### src/rtl/fpu_align_stage.sv
// Two-stage FP add/sub alignment: S1 picks the large operand and the shift amount,
// S2 right-shifts the small significand and collects guard/round/sticky bits.
module fpu_align_stage #(
    parameter int MAN_W = 23,
    parameter int EXP_W = 8
) (
    input  logic               i_clk,
    input  logic               i_rst_n,
    input  logic               i_valid,
    output logic               o_ready,
    input  logic               i_sign_a,
    input  logic               i_sign_b,
    input  logic [EXP_W-1:0]   i_exp_a,
    input  logic [EXP_W-1:0]   i_exp_b,
    input  logic [MAN_W-1:0]   i_man_a,
    input  logic [MAN_W-1:0]   i_man_b,
    input  logic [EXP_W-1:0]   i_exp_diff,
    input  logic               i_borrow,
    output logic               o_valid,
    input  logic               i_ready,
    output logic               o_sign_large,
    output logic               o_sign_small,
    output logic [EXP_W-1:0]   o_exp_large,
    output logic [MAN_W+3:0]   o_man_large,
    output logic [MAN_W+3:0]   o_man_small,
    output logic               o_swap
);

    localparam int FW    = MAN_W + 4;
    localparam int SIG_W = MAN_W + 1;
    localparam logic [EXP_W-1:0] SHIFT_SAT = EXP_W'(FW);

    // Right shift with sticky: bit 0 of the result absorbs everything shifted past it.
    function automatic logic [FW-1:0] align_small(input logic [SIG_W-1:0] sig,
                                                  input logic [EXP_W-1:0] shift);
        logic [FW-1:0] ext;
        logic [FW-1:0] kept;
        logic [FW-1:0] lost_mask;
        logic          sticky;
        ext       = {sig, 3'b000};
        kept      = ext >> shift;
        lost_mask = ~({FW{1'b1}} << shift);
        sticky    = |(ext & lost_mask);
        return {kept[FW-1:1], kept[0] | sticky};
    endfunction

    logic               s1_valid_r;
    logic               s1_swap_r;
    logic               s1_sign_large_r;
    logic               s1_sign_small_r;
    logic [EXP_W-1:0]   s1_exp_large_r;
    logic [SIG_W-1:0]   s1_sig_large_r;
    logic [SIG_W-1:0]   s1_sig_small_r;
    logic [EXP_W-1:0]   s1_shift_r;

    logic               s2_ready_s;
    logic               sign_large_s;
    logic               sign_small_s;
    logic [EXP_W-1:0]   exp_large_s;
    logic [SIG_W-1:0]   sig_large_s;
    logic [SIG_W-1:0]   sig_small_s;
    logic [EXP_W-1:0]   mag_s;
    logic [EXP_W-1:0]   shift_s;

    assign s2_ready_s = ~o_valid | i_ready;
    assign o_ready    = ~s1_valid_r | s2_ready_s;

    // S1 operand swap, hidden-bit insertion and saturated shift magnitude.
    always_comb begin
        sign_large_s = i_sign_a;
        sign_small_s = i_sign_b;
        exp_large_s  = i_exp_a;
        sig_large_s  = {|i_exp_a, i_man_a};
        sig_small_s  = {|i_exp_b, i_man_b};
        mag_s        = i_exp_diff;
        shift_s      = {EXP_W{1'b0}};
        if (i_borrow) begin
            sign_large_s = i_sign_b;
            sign_small_s = i_sign_a;
            exp_large_s  = i_exp_b;
            sig_large_s  = {|i_exp_b, i_man_b};
            sig_small_s  = {|i_exp_a, i_man_a};
            mag_s        = ~i_exp_diff + EXP_W'(1);
        end else begin
            mag_s        = i_exp_diff;
        end
        if (mag_s >= SHIFT_SAT) begin
            shift_s = SHIFT_SAT;
        end else begin
            shift_s = mag_s;
        end
    end

    // S1 register: loads on input transfer, holds while S2 is stalled.
    always_ff @(posedge i_clk or negedge i_rst_n) begin
        if (!i_rst_n) begin
            s1_valid_r      <= 1'b0;
            s1_swap_r       <= 1'b0;
            s1_sign_large_r <= 1'b0;
            s1_sign_small_r <= 1'b0;
            s1_exp_large_r  <= {EXP_W{1'b0}};
            s1_sig_large_r  <= {SIG_W{1'b0}};
            s1_sig_small_r  <= {SIG_W{1'b0}};
            s1_shift_r      <= {EXP_W{1'b0}};
        end else if (o_ready) begin
            s1_valid_r <= i_valid;
            if (i_valid) begin
                s1_swap_r       <= i_borrow;
                s1_sign_large_r <= sign_large_s;
                s1_sign_small_r <= sign_small_s;
                s1_exp_large_r  <= exp_large_s;
                s1_sig_large_r  <= sig_large_s;
                s1_sig_small_r  <= sig_small_s;
                s1_shift_r      <= shift_s;
            end
        end
    end

    // S2 register: aligned outputs, loaded when the output slot is free or draining.
    always_ff @(posedge i_clk or negedge i_rst_n) begin
        if (!i_rst_n) begin
            o_valid      <= 1'b0;
            o_swap       <= 1'b0;
            o_sign_large <= 1'b0;
            o_sign_small <= 1'b0;
            o_exp_large  <= {EXP_W{1'b0}};
            o_man_large  <= {FW{1'b0}};
            o_man_small  <= {FW{1'b0}};
        end else if (s2_ready_s) begin
            o_valid <= s1_valid_r;
            if (s1_valid_r) begin
                o_swap       <= s1_swap_r;
                o_sign_large <= s1_sign_large_r;
                o_sign_small <= s1_sign_small_r;
                o_exp_large  <= s1_exp_large_r;
                o_man_large  <= {s1_sig_large_r, 3'b000};
                o_man_small  <= align_small(s1_sig_small_r, s1_shift_r);
            end
        end
    end

endmodule
### config.mk
export PLATFORM = sky130hd
export DESIGN_NAME = fpu_align_stage
export DESIGN_NICKNAME = d
export VERILOG_FILES = /design/src/rtl/fpu_align_stage.sv
export SDC_FILE = /design/constraint.sdc
export NUM_CORES = 1
export LEC_CHECK = 0
export BUFFER_PORTS_ARGS = -buffer_cell sky130_fd_sc_hd__buf_2
export CORE_AREA = 2 2 114 116
export DETAILED_ROUTE_END_ITERATION = 7
export DIE_AREA = 0 0 116 118
export HOLD_SLACK_MARGIN = 0.15
export PLACE_DENSITY_LB_ADDON = 0.05
export SYNTH_ARGS = -nofsm -noshare
export SYNTH_HDL_FRONTEND = slang
export SYNTH_SLANG_ARGS = --single-unit
### constraint.sdc
create_clock -name i_clk -period 5.3 [get_ports i_clk]
set_input_delay 0.795 -clock i_clk [delete_from_list [all_inputs] [get_ports i_clk]]
set_output_delay 0.795 -clock i_clk [all_outputs]
set_load 0.01 [all_outputs]
; Word level (Yosys, flattened, before mapping)
; Index checks and enable logic that the tools add are counted.
[op_classes]
magnitude_cmp = 1
n_bitwise = 8
muxes = 7
n_div = 0
reduce_logical = 5
addsub = 1
shifts = 2
mul = 0
eq_ne = 0
[ops]
columns = cell, count
row1 = 24-bit two-way mux, 2
row2 = 27-bit bitwise AND, 1
row3 = 27-bit NOT, 1
row4 = 27-bit OR reduction, 1
row5 = "27-bit by 8-bit << shifter with 27-bit output, first input constant", 1
row6 = 27-bit by 8-bit right shift with 27-bit output, 1
row7 = 8-bit two-way mux, 3
row8 = 8-bit OR reduction, 2
row9 = "8-bit by 1-bit adder with 8-bit output, second input constant", 1
row10 = "8-bit by 5-bit >= comparator with 1-bit output, second input constant", 1
row11 = 8-bit NOT, 1
row12 = 2-bit AND reduction, 2
row13 = 1-bit OR, 3
row14 = 1-bit two-way mux, 2
row15 = 1-bit NOT, 2
[totals]
elab_cells = 39
ram_bits = 0
ff_bits = 131
input_bits = 77
latchBits = 0
out_inout_bits = 67
rom_bits = 0
memories = 0

; Depth between registers and ports, before layout
; Gate-level depths: netlist (run 1).
[logic_depth]
word_depth = 5
ltp_mapped = 9
depth_no_buf = 8

; Worst setup path after synthesis (run 1)
; OpenSTA, ideal clock, no wires.
[synth_timing]
kind = input to register
startpoint = in i_exp_diff[1]
endpoint = reg s1_shift_r[0]
required_ns = 5.179
slack_ns = 2.774
t_arrival_ns = 2.405
path_stages = 8
n_path_buf = 0
setup_ns = 0.121
path_cell_list = inv_1 -> ha_1 -> or3b_2 -> nor4b_1 -> mux2_1 -> o211ai_1 -> a31o_1 -> o22a_1
[synth_between]
elab_chain_cells = 5
[synth_rtl]
columns = item, line
row1 = start: declaration, 17  ; input logic [EXP_W-1:0] i_exp_diff,
row2 = 8-bit NOT, 83  ; mag_s = ~i_exp_diff + EXP_W'(1);
row3 = 8-bit by 1-bit adder with 8-bit output, 83
row4 = 8-bit two-way mux (*), 77  ; if (i_borrow) begin
row5 = 8-bit by 5-bit >= comparator with 1-bit output (*), 87  ; if (mag_s >= SHIFT_SAT) begin
row6 = 8-bit two-way mux (*), 87
row7 = end signal: assignment, 104  ; s1_shift_r <= {EXP_W{1'b0}};
row8 = end signal: assignment, 114  ; s1_shift_r <= shift_s;
row9 = end: declaration, 54  ; logic [EXP_W-1:0] s1_shift_r;
; Mark *: on every way between the ends. The rest lies on a longest branch, timed or not.
; A chain may end at the register's enable or synchronous reset.

; Worst setup path in the final report (run 1)
[layout_timing]
startpoint = reg s1_shift_r[3]
endpoint = reg o_man_small[0]
[layout_between]
elab_chain_cells = 5
word_cells_on_any_way = 6
classes_between = 2 x shift / 3 x bitwise / 1 x reduce/logical
[layout_rtl]
columns = item, line
row1 = 27-bit by 8-bit << shifter with 27-bit output, 42  ; lost_mask = ~({FW{1'b1}} << shift);
row2 = 27-bit NOT, 42
row3 = 27-bit bitwise AND, 43  ; sticky = |(ext & lost_mask);
row4 = 27-bit OR reduction, 43
row5 = 1-bit OR (*), 44  ; return {kept[FW-1:1], kept[0] | sticky};
row6 = end signal: assignment, 128  ; o_man_small <= {FW{1'b0}};
row7 = end signal: assignment, 137  ; o_man_small <= align_small(s1_sig_small_r, s1_shift_r);
row8 = end: declaration, 25  ; output logic [MAN_W+3:0] o_man_small,
; Marks and branches as above.

==> results of run 1 <==
## through the flow
stage                     setup slack, ns  instances  hold WS [ns]  area [um^2]
final                                2.46       1103         0.417         8670
after global placement               2.24       1071         0.448         8060
after detailed placement             2.19       1071         0.456         8060
after global routing                 2.30       1103         0.487         8670
after floorplan                      2.77        812         0.437         7380
after CTS                            2.55       1103         0.446         8670
## cell families after synthesis
family                     Yosys count  share of synthesized area (%)
AOI/OAI and AO/OA                  185                           15.7
xor gates and xnor gates             4                          0.475
adders and majority gates            1                          0.170
buffers and inverters               72                           4.96
DFF                                131                           44.5
muxes                               94                           15.3
other                                1                         0.0509
and+or+nand+nor                    322                           18.9
## report_power, final
| group | total, mW | internal [mW] | switching (mW) |
|---|---|---|---|
| Sequential | 1.25 | 1.13 | 0.118 |
| Clock | 1.21 | 0.767 | 0.441 |
| Combinational | 0.649 | 0.262 | 0.387 |
## sequential cells by signal, summed over array words and instances, names as in the netlist
signal           cells
o_man_small         27
o_man_large         24
s1_sig_large_r      24
s1_sig_small_r      24
o_exp_large          8
s1_exp_large_r       8
s1_shift_r           8
o_sign_large         1
o_sign_small         1
o_swap               1
o_valid              1
s1_sign_large_r      1
s1_sign_small_r      1
s1_swap_r            1
s1_valid_r           1
## final cells by class
class | instances | area (um^2) | share of cell area (%)
clock buffer | 21 | 460 | 5.31
multi-input combinational | 609 | 3740 | 43.2
timing repair buffer | 152 | 800 | 9.22
sequential | 131 | 3280 | 37.8
inverter | 7 | 26.3 | 0.303
tap | 172 | 215 | 2.48
clock inverter | 11 | 151 | 1.75
## synth_stat cells, drive strengths merged, types with 2 or more instances
cell type	instances	share of area, %
o31ai	3	0.31
nor2b	3	0.25
nand2	212	11
xnor2	3	0.36
nor4	7	0.59
nand2b	9	0.76
a31oi	7	0.59
a22oi	3	0.31
clkbuf	46	3.3
nor2	29	1.5
buf	19	1.3
a22o	9	1.1
nor4b	3	0.36
a211oi	3	0.31
o211ai	8	0.81
a32oi	4	0.48
nand3	18	1.2
nor3	16	1.1
inv	6	0.31
mux2i	72	9.8
or4	4	0.46
a221o	3	0.41
o22ai	3	0.25
o21ai	92	6.2
o32a	2	0.27
o2bb2ai	2	0.24
and3	5	0.42
a21oi	23	1.6
nand4	4	0.34
o2111ai	2	0.24
and2	7	0.63
mux4	14	4.3
a32o	3	0.41
dfrtp	131	44
a211o	2	0.24
a311oi	3	0.36
o41ai	2	0.24
mux2	8	1.2
## worst reg2reg max path, delay by kind of cell, from the launching register on
kind / cells / cell delay [ns]
AO/OA/AOI/OAI: 3 / 0.93
buffers and inverters: 2 / 0.92
AND/OR/NAND/NOR: 1 / 0.51
flip-flops: 1 / 0.36
## worst paths after layout
check	endpoint	slack [ns]	startpoint	cells after the start
worst min-delay path	s1_shift_r[4]$_DFFE_PN0P_	0.42	i_rst_n	1
worst max register to register	o_man_small[0]$_DFFE_PN0P_	2.46	s1_shift_r[3]$_DFFE_PN0P_	6
worst min register to register	o_exp_large[5]$_DFFE_PN0P_	0.47	s1_exp_large_r[5]$_DFFE_PN0P_	2
min in group i_clk	o_exp_large[5]$_DFFE_PN0P_	0.47	s1_exp_large_r[5]$_DFFE_PN0P_	2
max in group asynchronous	o_man_large[19]$_DFFE_PN0P_	3.81	i_rst_n	2
worst max-delay path	o_man_small[0]$_DFFE_PN0P_	2.46	s1_shift_r[3]$_DFFE_PN0P_	6
## metal layers
metal	global-route usage, %	wire, um	up-vias	part of all wire, %
met5	0	0	-	0
li1	-	-	3107	-
met2	47.6	9550	289	47
met4	11.8	461	0	2.3
met3	4.94	1300	47	6.4
met1	42.7	8830	3227	44
==> flow_summary.toml, run 1 <==
[place]
dp_hpwl_mm = 13.6
place.gp.congestion = 0.901
io_buffers = 140

[global_routing]
antenna_found_initial = 0
gr-total-overflow = 0
grtUsageTotal_pct = 30.5
grt_start_max_net_pins = 85
grt_pass1_wl_mm = 32.9
grt_pass1_vias = 6330

[yosys]
syn_area_per_cell_um2 = 9.10
synth-edff-count = 0
synth_flop_cell = "dfrtp_1"
synth_area_mm2 = 0.00737
synth_cells = 810
synthArstFlopShare_pct = 100
ys_types = 67
synth_seq_cells = 131
synth.yosys.warnings = 0
yosysSeqAreaShare_pct = 44.5

[detailed_routing]
dr.pass1.iters = 7
wl_per_cell_um = 18.3
wirelength_mm = 20.1
vias = 6670
drc = 0
antenna_left = 0
vias_per_cell = 6.05
drt_iter0_markers = 752

[cts]
cts_tree = "built"
clock-sinks = 131
holdBufCountCts = 0
cts_root_buf = "clkbuf_16"
clock_path_buffers = 2
cts_buffers = 17
insertion_delay_ns = 0.42
cts-resized-gates = 0
cts_setup_buffers = 0
htreeDepth = 4
clkTransAtPathRegs_ns = 0.06

[sta]
setup_violations = 0
period_needed_ns = 2.84
slew_viol_final = 0
tns_ns = 0
rsz0062_at_grt = "false"
fmax_mhz = 352
clock_skew_ns = 0.0157
maxSlewHeadroom_pct = 29.2
finalHoldViolCount = 0
worstMarginPinSlew_ns = 1.06
min_period_over_period_pct = 53.6

[layout]
final_common_cell = "nand2_1"
syn2layout_area_growth_pct = 17.7
final_cell_mix = "210 x nand2_1, 138 x buf_2, 131 x dfrtp_1, 89 x o21ai_0, 72 x mux2i_1"
drive_gt1_share_pct = 22.6
diodes = 0
final_nets = 996
fillers = 1004
utilization_pct = 69.9

[worst_setup_path]
crit_path_max_incr_delay_ns = 0.67
cp_max_fo = 28
worstPathCellList = "buf_4 -> inv_1 -> o21ai_0 -> a211o_1 -> or4_1 -> o32a_1"
slowest_stage = "inv_1"
timing.critical_path.buf_inv = 2
critPathKind = "flop to flop"
critPathTopFamily = "compound AO/OA/AOI/OAI gates"
endpoint_kind = "flop"
cp_data_required_time_ns = 5.60
crit_path_start_kind = "flop"
cp.arrival_ns = 3.14

[floorplan]
die_h_um = 118
fp-row-count = 41
io_pins = 144
coreArea_mm2 = 0.0124
start_util_pct = 59.4
die_w_um = 116
dieArea_mm2 = 0.0137

[run]
maxCapViolations = 0

[power]
p_leak_nw = 4.25
ir_drop_v = 0.000237
p_total_mw = 3.11
powerDensity_mw_per_mm2 = 358

[outcome]
status = "finished, final reports clean"

[hold_path]
hp-class = "primary input to async pin"
(Power assumes the default switching activity.)
==> inputs of run 2 (changes only) <==
--- a/config.mk
+++ b/config.mk
@@ -6,9 +6,9 @@
 export NUM_CORES = 1
 export LEC_CHECK = 0
 export BUFFER_PORTS_ARGS = -buffer_cell sky130_fd_sc_hd__buf_2
-export CORE_AREA = 2 2 114 116
+export CORE_AREA = 2 2 118 120
 export DETAILED_ROUTE_END_ITERATION = 7
-export DIE_AREA = 0 0 116 118
+export DIE_AREA = 0 0 120 122
 export HOLD_SLACK_MARGIN = 0.15
 export PLACE_DENSITY_LB_ADDON = 0.05
 export SYNTH_ARGS = -nofsm -noshare
==> constraint.sdc (replaced) <==
create_clock -name i_clk -period 2.96 [get_ports i_clk]
set_input_delay 0.444 -clock i_clk [delete_from_list [all_inputs] [get_ports i_clk]]
set_output_delay 0.444 -clock i_clk [all_outputs]
set_load 0.01 [all_outputs]
==> run 2 against run 1 <==
Utilization decreased by 4.9 points; worst hold slack got worse by 0.12 ns; first-iteration DRC count shrank 22%; setup slack got worse by 2.0 ns; sequential share of layout area shrank 0.42 points; largest power group unchanged; cell count grew 1.9%; maximum frequency is 12% higher; register-to-register slack lost 2.0 ns; largest cell class unchanged; clock power increased by 62%; sequential cell count unchanged.
==> flow_summary.toml, run 2 (synthesis gave the netlist of run 1 again) <==
[outcome]
status = "finished, final reports clean"

[floorplan]
dieArea_mm2 = 0.0146
start_util_pct = 54.6
io_pins = 144
fp-row-count = 43
die_h_um = 122
coreArea_mm2 = 0.0135
die_w_um = 120

[global_routing]
busiest_layer = "met2"
use_met2_pct = 46.5
gr-total-overflow = 0
grtUsageMet1_pct = 38.6
met3_usage_pct = 4.87
antenna_found_initial = 0
grtUsageTotal_pct = 29.0
grt_pass1_wl_mm = 33.3
grt_pass1_vias = 6476
grt_start_max_net_pins = 124

[worst_setup_path]
crit_path_max_incr_delay_ns = 0.86
cp_max_fo = 19
rr_worst_depth = 7
cp.arrival_ns = 2.85
cp_data_required_time_ns = 3.26
worstReg2RegStart = "s1_shift_r[0]$_DFFE_PN0P_"
r2r-end = "o_man_small[0]$_DFFE_PN0P_"
cp-endpoint = "o_man_small[0]$_DFFE_PN0P_"
slowest_stage = "dfrtp_1"
critPathKind = "flop to flop"
endpoint_kind = "flop"
critPathLaunch = "s1_shift_r[0]$_DFFE_PN0P_"
crit_path_start_kind = "flop"
worstPathCellList = "buf_4 -> mux2i_1 -> nand2_1 -> and3_1 -> a22o_2 -> and2_1 -> o32a_1"
reg2reg_slack_ns = 0.41

[cts]
cts_setup_buffers = 0
insertion_delay_ns = 0.42
clkTransAtPathRegs_ns = 0.06
clock_path_buffers = 2
cts_root_buf = "clkbuf_16"
clock-sinks = 131
htreeDepth = 4
cts-resized-gates = 0
holdBufCountCts = 1
cts_tree = "built"
cts_buffers = 17

[place]
dp_hpwl_mm = 14.3
place.gp.congestion = 1.00
io_buffers = 140
place_area_mm2 = 0.00821

[detailed_routing]
vias_per_cell = 6.02
antenna_left = 0
dr.pass1.iters = 5
drt_iter0_markers = 588
wirelength_mm = 20.6
drc = 0
vias = 6763
wl_per_cell_um = 18.3

[layout]
final_nets = 1010
top_register = "o_man_small"
diodes = 0
largest_reg_flops = 27
fin_area_mm2 = 0.00877
syn2layout_area_growth_pct = 19.0
drive_gt1_share_pct = 23.5
final_common_cell = "nand2_1"
utilization_pct = 64.9
final_cell_mix = "210 x nand2_1, 138 x buf_2, 131 x dfrtp_1, 89 x o21ai_0, 72 x mux2i_1"

[run]
maxCapViolations = 0

[hold_path]
hp-class = "primary input to flop"
hold_path_startpoint = "i_valid"

[sta]
tns_ns = 0
slew_viol_final = 0
period_needed_ns = 2.55
finalHoldViolCount = 0
fmax_mhz = 392
setup_violations = 0
rsz0062_at_grt = "false"
maxSlewHeadroom_pct = 46.7
clock_skew_ns = 0.00975
worstMarginPinSlew_ns = 0.799
min_period_over_period_pct = 86.1

[power]
ir_drop_v = 0.000365
p_leak_nw = 4.30
powerDensity_mw_per_mm2 = 614
[run 2: worst min path at each step]
stage | cells past startpoint | end
2_1_floorplan | 0 | o_exp_large[0]$_DFFE_PN0P_
3_5_place_dp | 1 | o_man_small[19]$_DFFE_PN0P_
3_3_place_gp | 1 | o_man_small[19]$_DFFE_PN0P_
5_1_grt | 2 | s1_valid_r$_DFFE_PN0N_
6_report | 2 | s1_valid_r$_DFFE_PN0N_
4_1_cts | 2 | s1_valid_r$_DFFE_PN0N_
[run 2: where the power goes]
group | total [mW] | switching, mW | internal, mW
registers | 2.27 | 0.235 | 2.03
clock network | 1.96 | 0.790 | 1.17
logic | 1.16 | 0.671 | 0.485
[run 2: area by class of cell]
class                      instances  area (um^2)
fill                            1168         4730
multi-input combinational        609         3740
sequential                       131         3280
timing repair buffer             166          945
clock buffer                      20          447
tap                              180          225
clock inverter                    11          106
inverter                           7         26.3
[run 2: critical path, delay by kind of cell (launching register included)]
kind | cells | cell delay [ns]
AND/OR/NAND/NOR | 3 | 0.44
flip-flops | 1 | 0.86
buffers and inverters | 1 | 0.32
AO/OA/AOI/OAI | 2 | 0.55
multiplexers | 1 | 0.26
[run 2: layer usage]
metal	vias up	routed length, um
li1	3136	-
met1	3291	8910
met2	286	9800
met3	50	1240
met4	0	604
met5	-	0
[run 2: through the flow]
step                      power, mW  instances  setup slack [ns]  hold slack [ns]
after global placement         3.41       1092             0.458            0.408
after global routing           5.66       1124             0.179            0.286
final                          5.39       1124             0.411            0.293
after CTS                      5.41       1124             0.430            0.280
after detailed placement       3.43       1092             0.438            0.416
after floorplan                2.96        812             0.659            0.148
==> inputs of run 3 (changes only) <==
--- a/config.mk
+++ b/config.mk
@@ -6,9 +6,9 @@
 export NUM_CORES = 1
 export LEC_CHECK = 0
 export BUFFER_PORTS_ARGS = -buffer_cell sky130_fd_sc_hd__buf_2
-export CORE_AREA = 2 2 118 120
+export CORE_AREA = 2 2 166 87
 export DETAILED_ROUTE_END_ITERATION = 7
-export DIE_AREA = 0 0 120 122
+export DIE_AREA = 0 0 168 89
 export HOLD_SLACK_MARGIN = 0.15
 export PLACE_DENSITY_LB_ADDON = 0.05
 export SYNTH_ARGS = -nofsm -noshare
==> run 3 against run 2 <==
Maximum frequency increased by 2.3%; critical endpoint unchanged; sequential share of layout area decreased by 0.14 points; via count decreased by 0.98%; clock-buffer cell count decreased by 2; worst hold slack got worse by 0.021 ns; cell count about the same; sequential power about the same; first-iteration DRC count increased by 20%; highest routed layer unchanged; setup slack improved by 0.058 ns; final area increased by 0.39%.
==> flow_summary.toml, run 3 (synthesis gave the netlist of run 1 again) <==
[floorplan]
die_w_um = 168
start_util_pct = 55.3
fp-row-count = 30
coreArea_mm2 = 0.0133
die_h_um = 89
io_pins = 144
dieArea_mm2 = 0.0150

[layout]
drive_gt1_share_pct = 24.1
syn2layout_area_growth_pct = 19.5
fillers = 1138
largest_reg_flops = 27
final_nets = 1014
multi_input_area_mm2 = 0.00374
ff_latch_area_mm2 = 0.00328
diodes = 0
top_register = "o_man_small"
final_cells = 1125
final_common_cell = "nand2_1"
final_cell_mix = "210 x nand2_1, 138 x buf_2, 131 x dfrtp_1, 89 x o21ai_0, 72 x mux2i_1"

[hold_path]
hold_path_startpoint = "i_valid"
hp-class = "primary input to flop"
holdPathEnd = "s1_valid_r$_DFFE_PN0N_"
hold_path_depth = 2

[worst_setup_path]
endpoint_kind = "flop"
crit_path_start_kind = "flop"
cp_data_required_time_ns = 3.26
worstReg2RegStart = "s1_shift_r[7]$_DFFE_PN0P_"
critPathKind = "flop to flop"
worstPathCellList = "or4_4 -> o21ai_1 -> a32oi_1 -> a211o_1 -> or4_1 -> o32a_1"
rr_worst_depth = 6
cp.arrival_ns = 2.79
slowest_stage = "or4_4"
crit_path_max_incr_delay_ns = 0.59
cp_max_fo = 7
r2r-end = "o_man_small[0]$_DFFE_PN0P_"
reg2reg_slack_ns = 0.47

[power]
ir_drop_v = 0.000322
powerDensity_mw_per_mm2 = 626
p_leak_nw = 4.33

[global_routing]
antenna_found_initial = 0
grt_pass1_wl_mm = 33.9
grtUsageTotal_pct = 29.7
grt_start_max_net_pins = 79
grt_pass1_vias = 6261
gr-total-overflow = 0

[sta]
slew_viol_final = 0
clock_skew_ns = 0.0103
worstMarginPinSlew_ns = 0.696
tns_ns = 0
rsz0062_at_grt = "false"
maxSlewHeadroom_pct = 53.6
fmax_mhz = 401
min_period_over_period_pct = 84.2
period_needed_ns = 2.49
finalHoldViolCount = 0
setup_violations = 0
hold_slack_ns = 0.272

[cts]
cts_tree = "built"
cts_buffers = 17
cts_root_buf = "clkbuf_16"
clkTransAtPathRegs_ns = 0.07
clock_path_buffers = 2
cts_setup_buffers = 0
insertion_delay_ns = 0.42
clock-sinks = 131
htreeDepth = 4

[detailed_routing]
vias = 6697
antenna_left = 0
drc = 0
dr.pass1.iters = 5
drt_iter0_markers = 706
vias_per_cell = 5.95
wirelength_mm = 21.2
wl_per_cell_um = 18.9

[place]
place.gp.congestion = 0.918
io_buffers = 140
placed_cells = 1092
dp_hpwl_mm = 14.8

[outcome]
status = "finished, final reports clean"

[run]
maxCapViolations = 0
## run 3: cell types whose count changed in the layout (fill, tap and decap cells not counted), sizes merged
cell,delta
inv,+7
clkbuf,-2
bufinv,-1
clkinvlp,-1
clkinv,-2
buf,+4
## run 3: power breakdown
| part | switching [mW] | total (mW) | internal (mW) |
|---|---|---|---|
| clock network | 0.938 | 2.07 | 1.14 |
| logic | 0.692 | 1.18 | 0.490 |
| registers | 0.232 | 2.26 | 2.03 |
## run 3: metrics by stage
| stage | utilization [%] | worst slack, ns | total power [mW] | cell area [um^2] |
|---|---|---|---|---|
| final | 66.1 | 0.469 | 5.52 | 8800 |
| after global routing | 66.1 | 0.368 | 5.78 | 8800 |
| after CTS | 66.1 | 0.467 | 5.52 | 8800 |
| after detailed placement | 61.7 | 0.457 | 3.45 | 8220 |
| after global placement | 61.7 | 0.521 | 3.43 | 8220 |
| after floorplan | - | 0.659 | 2.96 | 7380 |
## run 3: worst max path at each step
stage	endpoint	from	cells after the start
after global routing	o_man_small[0]$_DFFE_PN0P_	s1_shift_r[7]$_DFFE_PN0P_	5
after detailed placement	s1_shift_r[0]$_DFFE_PN0P_	i_exp_diff[0]	9
final	o_man_small[0]$_DFFE_PN0P_	s1_shift_r[7]$_DFFE_PN0P_	6
after floorplan	o_man_small[0]$_DFFE_PN0P_	s1_shift_r[7]$_DFFE_PN0P_	6
after CTS	o_man_small[0]$_DFFE_PN0P_	s1_shift_r[7]$_DFFE_PN0P_	6
after global placement	s1_shift_r[0]$_DFFE_PN0P_	i_exp_diff[0]	9
## run 3: final cells by class
| type | instances | area share, % |
|---|---|---|
| clock inverters | 14 | 1.53 |
| well taps | 176 | 2.50 |
| clock buffers | 18 | 4.99 |
| multi-input cells | 609 | 42.5 |
| flip-flops and latches | 131 | 37.2 |
| inverters | 7 | 0.298 |
| repair buffers | 170 | 10.9 |
## run 3: worst max-delay path, delay by kind of cell (launching register included)
| family | cells | cell delay [ns] |
|---|---|---|
| AOI/OAI and AO/OA | 4 | 0.82 |
| DFF | 1 | 0.44 |
| and+or+nand+nor | 2 | 1.10 |
## run 3: per-layer routing
metal  wire length (um)  track usage [%]  vias up
li1                   -                -     3134
met1               9950             43.1     3235
met2               8980             44.7      288
met3               1870             7.39       40
met4                440             8.70        0
met5                  0                0        -
## run 3: timing repair
item	4_1_cts	5_1_grt
hold buffers	1	0
resized for setup	0	0
endpoints found under the hold margin	75	0
